<file path="config.mk">
export PLATFORM = sky130hd
export DESIGN_NAME = register_file_reader
export DESIGN_NICKNAME = d
export VERILOG_FILES = /design/src/rtl/register_file_reader.sv
export SDC_FILE = /design/constraint.sdc
export NUM_CORES = 2
export LEC_CHECK = 0
export CORE_MARGIN = 2
export CORE_UTILIZATION = 25
export DETAILED_ROUTE_END_ITERATION = 7
export SYNTH_ARGS = -nofsm -noshare
export SYNTH_HDL_FRONTEND = slang
export SYNTH_SLANG_ARGS = --single-unit
</file>
<file path="constraint.sdc">
create_clock -name clock -period 35.1 [get_ports clock]
set_input_delay 3.51 -clock clock [delete_from_list [all_inputs] [get_ports clock]]
set_output_delay 3.51 -clock clock [all_outputs]
set_load 0.01 [all_outputs]
</file>
<file path="src/rtl/register_file_reader.sv">
// rtl/register_file_reader.sv - integer register file with two bypassed read ports and a serial dump engine
module register_file_reader #(
  parameter int WIDTH  = 32,
  parameter int DEPTH  = 32,
  parameter int ADDR_W = $clog2(DEPTH)
) (
  input  logic              clock,
  input  logic              reset,
  input  logic              we,
  input  logic [ADDR_W-1:0] waddr,
  input  logic [WIDTH-1:0]  wdata,
  input  logic [ADDR_W-1:0] raddr1,
  output logic [WIDTH-1:0]  rdata1,
  input  logic [ADDR_W-1:0] raddr2,
  output logic [WIDTH-1:0]  rdata2,
  input  logic              dump_start,
  output logic              dump_busy,
  output logic              dump_valid,
  input  logic              dump_ready,
  output logic [ADDR_W-1:0] dump_addr,
  output logic [WIDTH-1:0]  dump_data,
  output logic              dump_done
);

  localparam logic [1:0] IDLE = 2'd0;
  localparam logic [1:0] SEND = 2'd1;
  localparam logic [1:0] DONE = 2'd2;
  localparam logic [ADDR_W-1:0] LAST_ADDR = ADDR_W'(DEPTH - 1);

  logic [WIDTH-1:0]  regs_q [DEPTH];
  logic [1:0]        state_q, state_d;
  logic [ADDR_W-1:0] addr_q, addr_d;
  logic [WIDTH-1:0]  data_q, data_d;
  logic [ADDR_W-1:0] next_idx;
  logic [WIDTH-1:0]  next_word;

  always_ff @(posedge clock or posedge reset) begin
    if (reset) begin
      for (int i = 0; i < DEPTH; i++) regs_q[i] <= '0;
    end else if (we && waddr != '0) begin
      regs_q[waddr] <= wdata;
    end
  end

  // x0 reads as zero; otherwise a same-cycle write wins over the stored value
  always_comb begin
    rdata1 = regs_q[raddr1];
    if (we && waddr == raddr1) rdata1 = wdata;
    if (raddr1 == '0) rdata1 = '0;
  end

  always_comb begin
    rdata2 = regs_q[raddr2];
    if (we && waddr == raddr2) rdata2 = wdata;
    if (raddr2 == '0) rdata2 = '0;
  end

  assign next_idx = addr_q + ADDR_W'(1);

  always_comb begin
    next_word = regs_q[next_idx];
    if (we && waddr == next_idx) next_word = wdata;
    if (next_idx == '0) next_word = '0;
  end

  always_comb begin
    state_d = state_q;
    addr_d  = addr_q;
    data_d  = data_q;
    case (state_q)
      IDLE: begin
        if (dump_start) begin
          addr_d  = '0;
          data_d  = '0;
          state_d = SEND;
        end
      end
      SEND: begin
        if (dump_ready) begin
          if (addr_q == LAST_ADDR) begin
            state_d = DONE;
          end else begin
            addr_d = next_idx;
            data_d = next_word;
          end
        end
      end
      DONE:    state_d = IDLE;
      default: state_d = IDLE;
    endcase
  end

  always_ff @(posedge clock or posedge reset) begin
    if (reset) begin
      state_q <= IDLE;
      addr_q  <= '0;
      data_q  <= '0;
    end else begin
      state_q <= state_d;
      addr_q  <= addr_d;
      data_q  <= data_d;
    end
  end

  assign dump_valid = (state_q == SEND);
  assign dump_done  = (state_q == DONE);
  assign dump_busy  = dump_valid | dump_done;
  assign dump_addr  = addr_q;
  assign dump_data  = data_q;

endmodule

</file>
## Word-level counts from Yosys, hierarchy flattened

Index checks and enable logic that the tools add are counted.

| storage, ports and cells | value |
|---|---|
| bits in registers | 1063 |
| logic and storage cells | 99 |

| cells by class | value |
|---|---|
| reductions and logical operators | 13 |
| eq/ne operators | 10 |
| add/sub/neg operators | 1 |
| bitwise operators | 5 |
| multiplexer cells | 30 |
| order comparisons | 5 |

Operators with widths:

| kind | count |
|---|---|
| $bwmux W1024 | 1 |
| $mux W32 | 16 |
| $bmux W32 S5 | 3 |
| $demux W32 S5 | 1 |
| $pmux W32 S2 | 1 |
| $ge A6 B6 Y1 const B | 4 |
| $not A5 Y6 | 4 |
| $eq A5 B5 Y1 | 3 |
| $logic_not A5 Y1 | 3 |
| $mux W5 | 3 |
| $pmux W5 S2 | 1 |
| $lt A6 B1 Y1 const B | 1 |
| $mux W2 | 3 |
| $add A5 B1 Y5 const B | 1 |
| $eq A5 B5 Y1 const B | 1 |
| $logic_and A1 B1 Y1 | 5 |
| $reduce_bool A5 Y1 | 1 |
| $ne A2 B1 Y1 const B | 2 |
| $ne A2 B2 Y1 const B | 2 |
| $pmux W2 S2 | 1 |
| $reduce_and A4 Y1 | 1 |
| $reduce_and A3 Y1 | 1 |
| $eq A2 B1 Y1 const B | 1 |
| $eq A2 B2 Y1 const B | 1 |
| other kinds (3) | 3 |

## Longest topological paths before layout

| depth | value |
|---|---|
| word-level depth | 10 |
| mapped depth | 10 |
| depth with buffers taken out | 8 |

## Least setup slack after synthesis

No wires, ideal clock.

| timing | value |
|---|---|
| path kind | in2out |
| start | in raddr1[4] |
| end | out rdata1[11] |
| data arrival time | 5.228 ns |
| data required time | 31.590 ns |
| stages on the path | 5 |
| buffers on the path | 2 |
| setup slack | 26.362 ns |
| cell sequence | buf_2 -> inv_2 -> buf_1 -> mux4_2 -> a21oi_1 |

| between the ends | value |
|---|---|
| word-level cells in the longest chain between the ends | 6 |
| elaborated cells on any way between the ends | 9 |
| classes of those cells | 1 x eq/ne; 5 x mux; 1 x bitwise; 2 x reduce/logical |

RTL lines:

| item | line | source |
|---|---|---|
| from (decl) | 12 | `input logic [ADDR_W-1:0] raddr1,` |
| $not A5 Y6 (not written as such) | 47 | `rdata1 = regs_q[raddr1];` |
| $bmux W32 S5 | 47 |  |
| $mux W32 (not written as such) (2 in series) | 47 |  |
| $mux W32 | 48 | `if (we && waddr == raddr1) rdata1 = wdata;` |
| $mux W32 * | 49 | `if (raddr1 == '0) rdata1 = '0;` |
| to (decl) | 13 | `output logic [WIDTH-1:0] rdata1,` |

Every way passes the cells marked *; elsewhere a longest branch is shown, timed or not. The select of a mux whose other input is x is not followed.

## Worst setup path in the final report

| timing | value |
|---|---|
| start | in raddr1[1] |
| end | out rdata1[13] |

The elaborated chain is that of the path after synthesis.

==> impl_metrics.csv <==
group,metric,value,unit
finish,drive_gt1_frac,0.4507,
floorplanning,coreArea,262700,µm²
floorplanning,initial_core_util,0.2515,
finish,layout.nets,4443,
sta,hold_viol_final,0,
place,gp_congestion,0.8068,
cts,cts_resized,0,
worst_setup_path,critPathKind,"input pin to output port",
synthesis,synth_seq_area_share,0.4026,
finish,num_antenna_cells,0,
global_route,grt_pass1_wl,349800,µm
finish,ff_latch_area,26600,µm²
sta,period_share,0.3487,
synthesis,synth_common_cells,"dfrtp_1, mux2_2, mux4_2",
routing,wirelength,244400,µm
worst_setup_path,critPathCaptureType,"output port",
min_path,holdPathStages,0,
sta,finalMaxSlewViolations,0,
floorplanning,die_h,518.1,µm
power_and_ir_drop,worst_ir_drop_vdd,0.00006180,V
finish,syn_to_final_growth,13.04,%
routing,drtIter0Drc,5179,
finish,multiInputGateArea,37160,µm²
min_path,min_path_type,"flip-flop to flip-flop",
synthesis,ys_ff_latch,1063,
synthesis,synth_area_leaders,"dfrtp_1, mux4_2, mux2_2",
floorplanning,die_area,268400,µm²
sta,fin_worst_skew,0.04802,ns
cts,cts_root_buf,"clkbuf_16",
routing,ant_nets,0,
routing,drc,0,
worst_setup_path,cp_max_fo,107,
sta,max-slew-margin-rel,0.1475,
global_route,groute.usage.overall,0.1778,
cts,cts_setup_buffers,0,
sta,timing.final.crit_period,12.24,ns
synthesis,ys_warn_count,0,
cts,cts_buffers,115,
finish,num-fill-cells,26335,
global_route,overflow,0,
routing,firstDrtPassIters,5,
flow_run,cap_violations,0,
synthesis,synth_ff_type,"dfrtp_1",
power_and_ir_drop,power,4.641,mW
synthesis,avgSynthCellArea,14.61,µm²
cts,cts.sinks,1063,
floorplanning,row_count,188,
place,numPortBuffers,155,
sta,finalWorstSetupSlack,22.86,ns
place,place_ws,22.99,ns
cts,clkLatencyLatePin,0.77,ns
global_route,grt_pass1_vias,45927,
synthesis,async_reset_ff_frac,1.000,
sta,tns,0,ns
routing,via_per_inst,5.678,
cts,cts_tree,"done",
synthesis,synth_edf_count,0,
place,place_hpwl,139400,µm
outcome,status,"finished, final reports clean",
worst_setup_path,ff2ff_path_depth,9,
sta,max_freq,81.71,MHz
worst_setup_path,required,31.59,ns
cts,h-tree-depth,3,
synthesis,synthCells,4523,
worst_setup_path,cp-start-kind,"input pin",
sta,setup_viol,0,
routing,via_count,45343,
global_route,grt_max_degree,178,
floorplanning,ios,156,
cts,holdBufCountCts,0,
synthesis,ys_types,62,
synthesis,synth.largest_area_cell,"dfrtp_1",
sta,tightest_slew,1.275,ns
synthesis,syn_area,66080,µm²
global_route,antenna_found_initial,22,
synthesis,syn-num-nets,4581,
power_and_ir_drop,power.leakage,29.77,nW
routing,wl_per_cell,30.60,µm
synthesis,synth_most_common_cell,"dfrtp_1",
synthesis,synth_top_area_frac,0.4026,
sta,holdWs,0.4160,ns
power_and_ir_drop,power.density,62.13,nW/µm²
worst_setup_path,worst_ep_arrival_time,8.73,ns
cts,clockBufferDepth,3,
cts,clk_pin_slew_worst_paths,0.06,ns
sta,rsz0062_at_grt,"false",
floorplanning,die_w,518.1,µm
cell usage in the layout, fill, tap and decap left out, types with 6 or more instances in the layout:
master and n:
dfrtp_1 1062, mux2_2 882, mux4_2 759, mux2i_1 406, clkdlybuf4s50_1 146, nor3_1 133, mux2_1 120, buf_4 120
clkbuf_16 117, a21oi_1 110, o21ai_0 92, nand2_1 55, a22oi_1 49, nor4_1 33, nor2_1 30, a221oi_1 29
clkbuf_8 27, clkbuf_1 27, o22ai_1 18, o21ai_1 18, clkinv_2 17, a221o_1 17, nor2_4 16, nand2_4 15
bufinv_16 11, a31oi_1 10, nand3_1 9, xnor2_1 9, nand2b_1 7, nand4_1 7, buf_12 7, nor3b_1 6
and3_1 6
sequential cells by signal, indices dropped and copies added, names as in the netlist:
| signal | cells |
|---|---|
| dump_addr | 5 |
| dump_data | 32 |
| regs_q | 1024 |
| state_q | 2 |
metal layers:
layer | vias up | track usage | wire [µm]
li1 | 17663 | - | -
met1 | 24528 | 0.2390 | 98970
met2 | 2628 | 0.2720 | 110600
met3 | 502 | 0.05139 | 25380
met4 | 22 | 0.06285 | 9224
met5 | - | 0.001600 | 174
per-stage QoR:
stage / util / instance area [µm²] / instances
2_1_floorplan: - / 66080 / 4523
3_3_place_gp: 0.2695 / 70810 / 7783
3_5_place_dp: 0.2695 / 70810 / 7783
4_1_cts: 0.2843 / 74700 / 7986
5_1_grt: 0.2843 / 74700 / 7986
6_report: 0.2843 / 74700 / 7986
report_power, final:
group | internal (mW) | leakage, nW | switching, mW
Clock | 0.745 | 1.92 | 0.537
Sequential | 1.46 | 13.7 | 0.248
Combinational | 0.890 | 14.2 | 0.759
final timing paths:
kind	startpoint	to	slack, ns
worst min register to register	regs_q[1011]	regs_q[1011]	0.42
worst min-delay path	regs_q[1011]	regs_q[1011]	0.42
worst max-delay path	raddr1[1]	rdata1[13]	22.86
max in group asynchronous	reset	regs_q[968]	28.63
min in group asynchronous	reset	regs_q[368]	3.27
worst max register to register	dump_addr[0]	dump_data[9]	29.29
area by class of cell:
| class | count | area share |
|---|---|---|
| Inverter | 11 | 0.0007705 |
| Sequential cell | 1063 | 0.3562 |
| Clock inverter | 32 | 0.006499 |
| Timing Repair Buffer | 281 | 0.03471 |
| Multi-Input combinational cell | 2913 | 0.4975 |
| Clock buffer | 171 | 0.04553 |
| Tap cell | 3515 | 0.05888 |
cell families (layout without fill, tap and decap cells):
logic type | after synthesis | after routing | synth area share
XOR/XNOR | 18 | 18 | 0.002613
buffers and inverters | 547 | 495 | 0.04044
AO/OA/AOI/OAI | 376 | 376 | 0.03618
multiplexers | 2167 | 2167 | 0.4909
flip-flops | 1063 | 1063 | 0.4026
AND/OR/NAND/NOR | 346 | 346 | 0.02613
adder cells (fa/ha/maj) | 6 | 6 | 0.001136
critical path: stages:
cell and delay (ns):
buf_8 0.63, buf_4 0.63, buf_12 0.68, xnor2_1 0.17, nand2_1 0.13, or2_4 0.56
buf_4 0.58, nor2_1 0.11, a2111oi_2 0.81, clkdlybuf4s50_1 0.68
Power figures use the tool's default switching activity.
